File: src/rtl/mem_arbiter.sv
// Byte-serial owner of the shared RAM port; MEM has fixed priority over IF. Reads finish N+2 cycles after the
// request and writes N+1 cycles after it. Requesters hold req while busy, and a granted access always completes.
module mem_arbiter #(
    parameter int ADDR_W = 32
) (
    input  logic              clk,
    input  logic              rst,
    input  logic              if_req_i,
    input  logic [ADDR_W-1:0] if_addr_i,
    output logic              if_busy_o,
    output logic              if_done_o,
    output logic [31:0]       if_data_o,
    input  logic              mem_req_i,
    input  logic              mem_we_i,
    input  logic [1:0]        mem_size_i,
    input  logic [ADDR_W-1:0] mem_addr_i,
    input  logic [31:0]       mem_wdata_i,
    output logic              mem_busy_o,
    output logic              mem_done_o,
    output logic [31:0]       mem_rdata_o,
    output logic [ADDR_W-1:0] ram_addr_o,
    output logic              ram_we_o,
    output logic [7:0]        ram_dout_o,
    input  logic [7:0]        ram_din_i
);

    typedef enum logic [1:0] {IDLE, IF_RD, MEM_RD, MEM_WR} state_t;

    state_t            state;
    logic [2:0]        cnt;
    logic [2:0]        nbytes;
    logic [ADDR_W-1:0] base;
    logic [31:0]       wdata;
    logic [31:0]       acc;
    logic              we_r;

    logic [2:0]        cnt_nxt;
    logic [1:0]        cnt_m1;
    logic [31:0]       rd_word;

    function automatic logic [2:0] size_bytes(input logic [1:0] s);
        case (s)
            2'd0:    return 3'd1;
            2'd1:    return 3'd2;
            default: return 3'd4;
        endcase
    endfunction

    assign cnt_nxt = cnt + 3'd1;
    assign cnt_m1  = cnt[1:0] - 2'd1;
    // Read data arrives one cycle behind its address, so the byte on ram_din_i belongs to index cnt-1.
    assign rd_word = acc | ({24'd0, ram_din_i} << {cnt_m1, 3'b000});

    assign if_busy_o  = (state != IDLE);
    assign mem_busy_o = (state != IDLE);
    // Gated by rst so a store caught by reset stops writing in the reset cycle itself.
    assign ram_we_o   = we_r & ~rst;

    always_ff @(posedge clk) begin
        if (rst) begin
            state       <= IDLE;
            cnt         <= 3'd0;
            nbytes      <= 3'd0;
            base        <= '0;
            wdata       <= 32'd0;
            acc         <= 32'd0;
            we_r        <= 1'b0;
            if_done_o   <= 1'b0;
            mem_done_o  <= 1'b0;
            if_data_o   <= 32'd0;
            mem_rdata_o <= 32'd0;
            ram_addr_o  <= '0;
            ram_dout_o  <= 8'd0;
        end else begin
            if_done_o  <= 1'b0;
            mem_done_o <= 1'b0;
            case (state)
                IDLE: begin
                    cnt <= 3'd0;
                    acc <= 32'd0;
                    // A requester's own done cycle masks its req so it cannot be granted twice.
                    if (mem_req_i && !mem_done_o) begin
                        base       <= mem_addr_i;
                        ram_addr_o <= mem_addr_i;
                        wdata      <= mem_wdata_i;
                        nbytes     <= size_bytes(mem_size_i);
                        if (mem_we_i) begin
                            state      <= MEM_WR;
                            we_r       <= 1'b1;
                            ram_dout_o <= mem_wdata_i[7:0];
                        end else begin
                            state <= MEM_RD;
                        end
                    end else if (if_req_i && !if_done_o) begin
                        base       <= if_addr_i;
                        ram_addr_o <= if_addr_i;
                        nbytes     <= 3'd4;
                        state      <= IF_RD;
                    end
                end
                MEM_WR: begin
                    if (cnt_nxt < nbytes) begin
                        cnt        <= cnt_nxt;
                        ram_addr_o <= base + {{(ADDR_W-3){1'b0}}, cnt_nxt};
                        ram_dout_o <= wdata[{cnt_nxt[1:0], 3'b000} +: 8];
                    end else begin
                        state      <= IDLE;
                        we_r       <= 1'b0;
                        mem_done_o <= 1'b1;
                    end
                end
                IF_RD, MEM_RD: begin
                    if (cnt == nbytes) begin
                        state <= IDLE;
                        if (state == IF_RD) begin
                            if_data_o <= rd_word;
                            if_done_o <= 1'b1;
                        end else begin
                            mem_rdata_o <= rd_word;
                            mem_done_o  <= 1'b1;
                        end
                    end else begin
                        if (cnt != 3'd0)
                            acc <= rd_word;
                        cnt <= cnt_nxt;
                        if (cnt_nxt < nbytes)
                            ram_addr_o <= base + {{(ADDR_W-3){1'b0}}, cnt_nxt};
                    end
                end
                default: state <= IDLE;
            endcase
        end
    end

endmodule
File: config.mk
export PLATFORM = sky130hd
export DESIGN_NAME = mem_arbiter
export DESIGN_NICKNAME = d
export VERILOG_FILES = /design/src/rtl/mem_arbiter.sv
export SDC_FILE = /design/constraint.sdc
export NUM_CORES = 1
export LEC_CHECK = 0
export CORE_MARGIN = 2
export CORE_UTILIZATION = 55
export DETAILED_ROUTE_END_ITERATION = 12
export DONT_BUFFER_PORTS = 1
export MAX_ROUTING_LAYER = met4
export PLACE_DENSITY = 0.7
export SLEW_MARGIN = 20
export SYNTH_ARGS = -nofsm -noshare
export SYNTH_HDL_FRONTEND = slang
export SYNTH_SLANG_ARGS = --single-unit
File: constraint.sdc
create_clock -name clk -period 6.3 [get_ports clk]
set_input_delay 0.63 -clock clk [delete_from_list [all_inputs] [get_ports clk]]
set_output_delay 0.63 -clock clk [all_outputs]
set_load 0.02 [all_outputs]
==> impl_metrics.tcl <==
set metrics [dict create \
    grt_first_pass_wirelength_mm 37.7 \
    syn2layout_area_growth_pct 8.99 \
    synth.distinct_cells 59 \
    rr_startpoint "cnt[0]" \
    holdPathEnd "if_data_o[3]" \
    drtPass1Iterations 5 \
    path_max_fanout 16 \
    post_synth_edffs 0 \
    ioPinCount 220 \
    relSlewSlack 0.275 \
    combined_area_of_the_multi_input_logic_cells_um2 4660 \
    floorplan.die_area_um2 17800 \
    cts.root.buffer_cell "sky130_fd_sc_hd__clkbuf_16" \
    gpl.final_weighted_congestion 0.851 \
    p_leak_nw 3.64 \
    layout.core_utilization 0.610 \
    syn-instance-count 1040 \
    max-cap-violations 0 \
    period_needed_ps 4310 \
    worst_skew_pair_later_pin_latency_ps 510 \
    antenna_violating_nets_post_route 0 \
    setup_violations 0 \
    first_iter_violations 526 \
    cts_hold_buffers 0 \
    synth_ff_type "sky130_fd_sc_hd__dfxtp_1" \
    clock_skew_after_layout_ps 21.0 \
    layout.area.seq_um2 4220 \
    route.detailed.drc 0 \
    post_drt_wl_per_cell_um 19.1 \
    layout-drive-gt1-share 0.0690 \
    number_of_sinks_driven_by_the_clock_tree 211 \
    mappedNetlistNets 1163 \
    std_cell_rows 47 \
    timing.fmax_mhz 232 \
    core_area_um2 16500 \
    worst-r2r-setup-slack_ps 1990 \
    wl_mm 23.6 \
    avgViaCountPerCell 6.14 \
    slew_violations 0 \
    final-hold-violation-count 0 \
    design.final.nets 1121 \
    cp.required_ps 6690 \
    synth.ff_latch_count 211 \
    grt_overflow_total 0 \
    worstHoldStart "rst" \
    crit_path_end_kind "flip-flop" \
    initial_utilization 0.559 \
    synthArstFlopShare 0 \
    cp.arrival_ps 4690 \
    power.density_nw_per_um2 582 \
    critical_register_to_register_path_endpoint "ram_addr_o[24]" \
    ctsLongestPathBuffers 3 \
    numCtsBuffers 22 \
    ys_seq_area_frac 0.459 \
    max_slew.worst_pin.slew_ps 1080 \
    min_period_over_period 0.684 \
    start_kind "flip-flop" \
    detailedPlace.worstSlack_ps 2070 \
    pin_count_of_the_biggest_net_entering_global_routing 174 \
    port_buffers 0 \
    dr_total_vias 7578 \
    timing.setup.critical_path_class "reg2reg" \
    launching_element_of_the_worst_setup_path "cnt[0]" \
    tritoncts_clock_tree "yes" \
    type_of_the_tightest_min_delay_check "in2reg" \
    number_of_warnings_reported_in_the_yosys_synthesis_log 0 \
    fp.dieW_um 133 \
    layout_setup_ws_ps 1990 \
    rsz_0062_raised_after_global_routing "no" \
    die_h_um 133 \
    totalNegativeSetupSlack_ps 0 \
    synth_area_per_cell_um2 8.86 \
    post_cts_resize_count 0 \
    post-cts-setup-buffers 0 \
    gr-usage-all-layers 0.266 \
    place_hpwl_mm 15.9 \
    min_delay_path_depth 1 \
    run_status "complete, no violations" \
    via_count_of_the_first_global_routing_pass 6957 \
    worst_r2r_path_depth 9 \
    cts.clk_slew.worst_paths_ps 60 \
    vdd_ir_max_mv 0.274 \
    mappedNetlistArea_um2 9210 \
    ctsHtreeMaxLevel 1 \
    fillerInstances 1452 \
    antennaDiodeCount 0 \
    grt_antenna_before_repair 0 \
]
==> report_power, final <==
group	switching [W]	internal (W)
Combinational	0.00132	0.000743
Clock	0.000525	0.000777
Sequential	0.000714	0.00177
==> Yosys cell counts, types with 4 or more instances <==
| library cell | number | area share |
|---|---|---|
| sky130_fd_sc_hd__a211o_1 | 8 | 0.0076 |
| sky130_fd_sc_hd__a211oi_1 | 108 | 0.088 |
| sky130_fd_sc_hd__a21oi_1 | 87 | 0.047 |
| sky130_fd_sc_hd__a22o_1 | 34 | 0.032 |
| sky130_fd_sc_hd__a31oi_1 | 6 | 0.0041 |
| sky130_fd_sc_hd__a32o_1 | 5 | 0.0054 |
| sky130_fd_sc_hd__and2_1 | 4 | 0.0027 |
| sky130_fd_sc_hd__and3_1 | 7 | 0.0048 |
| sky130_fd_sc_hd__and4_1 | 5 | 0.0048 |
| sky130_fd_sc_hd__buf_1 | 7 | 0.0029 |
| sky130_fd_sc_hd__buf_2 | 11 | 0.0060 |
| sky130_fd_sc_hd__clkbuf_1 | 57 | 0.023 |
| sky130_fd_sc_hd__dfxtp_1 | 211 | 0.46 |
| sky130_fd_sc_hd__ha_1 | 11 | 0.015 |
| sky130_fd_sc_hd__inv_1 | 17 | 0.0069 |
| sky130_fd_sc_hd__mux2i_1 | 42 | 0.046 |
| sky130_fd_sc_hd__mux4_2 | 8 | 0.020 |
| sky130_fd_sc_hd__nand2_1 | 103 | 0.042 |
| sky130_fd_sc_hd__nand3_1 | 18 | 0.0098 |
| sky130_fd_sc_hd__nand4_1 | 14 | 0.0095 |
| sky130_fd_sc_hd__nor2_1 | 134 | 0.055 |
| sky130_fd_sc_hd__nor2b_1 | 15 | 0.010 |
| sky130_fd_sc_hd__nor3_1 | 18 | 0.0098 |
| sky130_fd_sc_hd__nor4_1 | 6 | 0.0041 |
| sky130_fd_sc_hd__o211ai_1 | 11 | 0.0090 |
| sky130_fd_sc_hd__o21ai_0 | 22 | 0.012 |
| sky130_fd_sc_hd__o22ai_1 | 4 | 0.0027 |
| sky130_fd_sc_hd__o2bb2ai_1 | 6 | 0.0057 |
| sky130_fd_sc_hd__or3_1 | 4 | 0.0027 |
| sky130_fd_sc_hd__xnor2_1 | 9 | 0.0086 |
| sky130_fd_sc_hd__xor2_1 | 9 | 0.0086 |
==> metrics by stage <==
stage	power (W)	instance area (um2)	hold WS, ps	instances
global placement	0.00451	9300	435	1194
floorplan	0.00403	9210	433	1040
CTS	0.00586	10000	180	1234
finish	0.00585	10000	187	1234
global route	0.00624	10000	181	1234
detailed placement	0.00456	9300	444	1194
==> state kept, by name (all words and copies together), names as in the netlist, 8 cells and up <==
signal and cells:
mem_rdata_o 32, ram_addr_o 32, ram_dout_o 8, acc 32
base 32, wdata 32, if_data_o 32
==> worst max-delay path by stage <==
| stage | end | depth (start not counted) |
|---|---|---|
| 6_report | ram_addr_o[24] | 9 |
| 5_1_grt | ram_addr_o[24] | 9 |
| 4_1_cts | ram_addr_o[24] | 9 |
| 3_5_place_dp | ram_addr_o[24] | 9 |
| 3_3_place_gp | ram_addr_o[20] | 9 |
| 2_1_floorplan | ram_addr_o[22] | 11 |
==> final cells by class <==
cell class | instances | share of cell area
clock inverter | 8 | 0.0103
tap | 220 | 0.0274
sequential | 211 | 0.421
clock buffer | 32 | 0.0626
multi-input combinational | 735 | 0.464
inverter | 17 | 0.00636
timing repair buffer | 11 | 0.00823
==> per-layer routing <==
metal / global-route usage / vias up / share of wire
li1: - / 3735 / -
met1: 0.382 / 3494 / 0.46
met2: 0.381 / 307 / 0.43
met3: 0.0590 / 42 / 0.089
met4: 0.0674 / 0 / 0.021
met5: - / - / 0
==> worst max-delay path, stage by stage, from the launching register on <==
cell and delay [ps]:
sky130_fd_sc_hd__dfxtp_1 760, sky130_fd_sc_hd__inv_1 280, sky130_fd_sc_hd__ha_1 870, sky130_fd_sc_hd__inv_1 270, sky130_fd_sc_hd__fa_1 470, sky130_fd_sc_hd__nor2b_1 460
sky130_fd_sc_hd__o21ai_1 340, sky130_fd_sc_hd__nor3_1 350, sky130_fd_sc_hd__mux2i_1 110, sky130_fd_sc_hd__a32o_1 260
==> cells by family (layout without fill, tap and decap cells) <==
| group | count (synthesis) | in the layout | share of synthesized area |
|---|---|---|---|
| flops | 211 | 211 | 0.459 |
| fa+ha+maj | 12 | 12 | 0.0171 |
| mux | 51 | 51 | 0.0664 |
| simple gates | 342 | 342 | 0.168 |
| compound gates | 312 | 312 | 0.232 |
| buf+inv | 94 | 68 | 0.0403 |
| xor+xnor | 18 | 18 | 0.0171 |
==> cell usage in the layout, fill, tap and decap left out, drive strengths merged, types with 7 or more instances in the layout <==
cell type,instances
mux2i,42
dfxtp,211
xnor2,9
a21oi,87
nor2b,15
nand2,104
nor3,18
a22o,34
clkbuf,32
ha,11
mux4,8
nand3,19
buf,11
a211oi,108
o211ai,11
a211o,8
nor2,134
nand4,14
inv,17
o21ai,25
and3,7
xor2,9
Power figures use the tool's default switching activity.
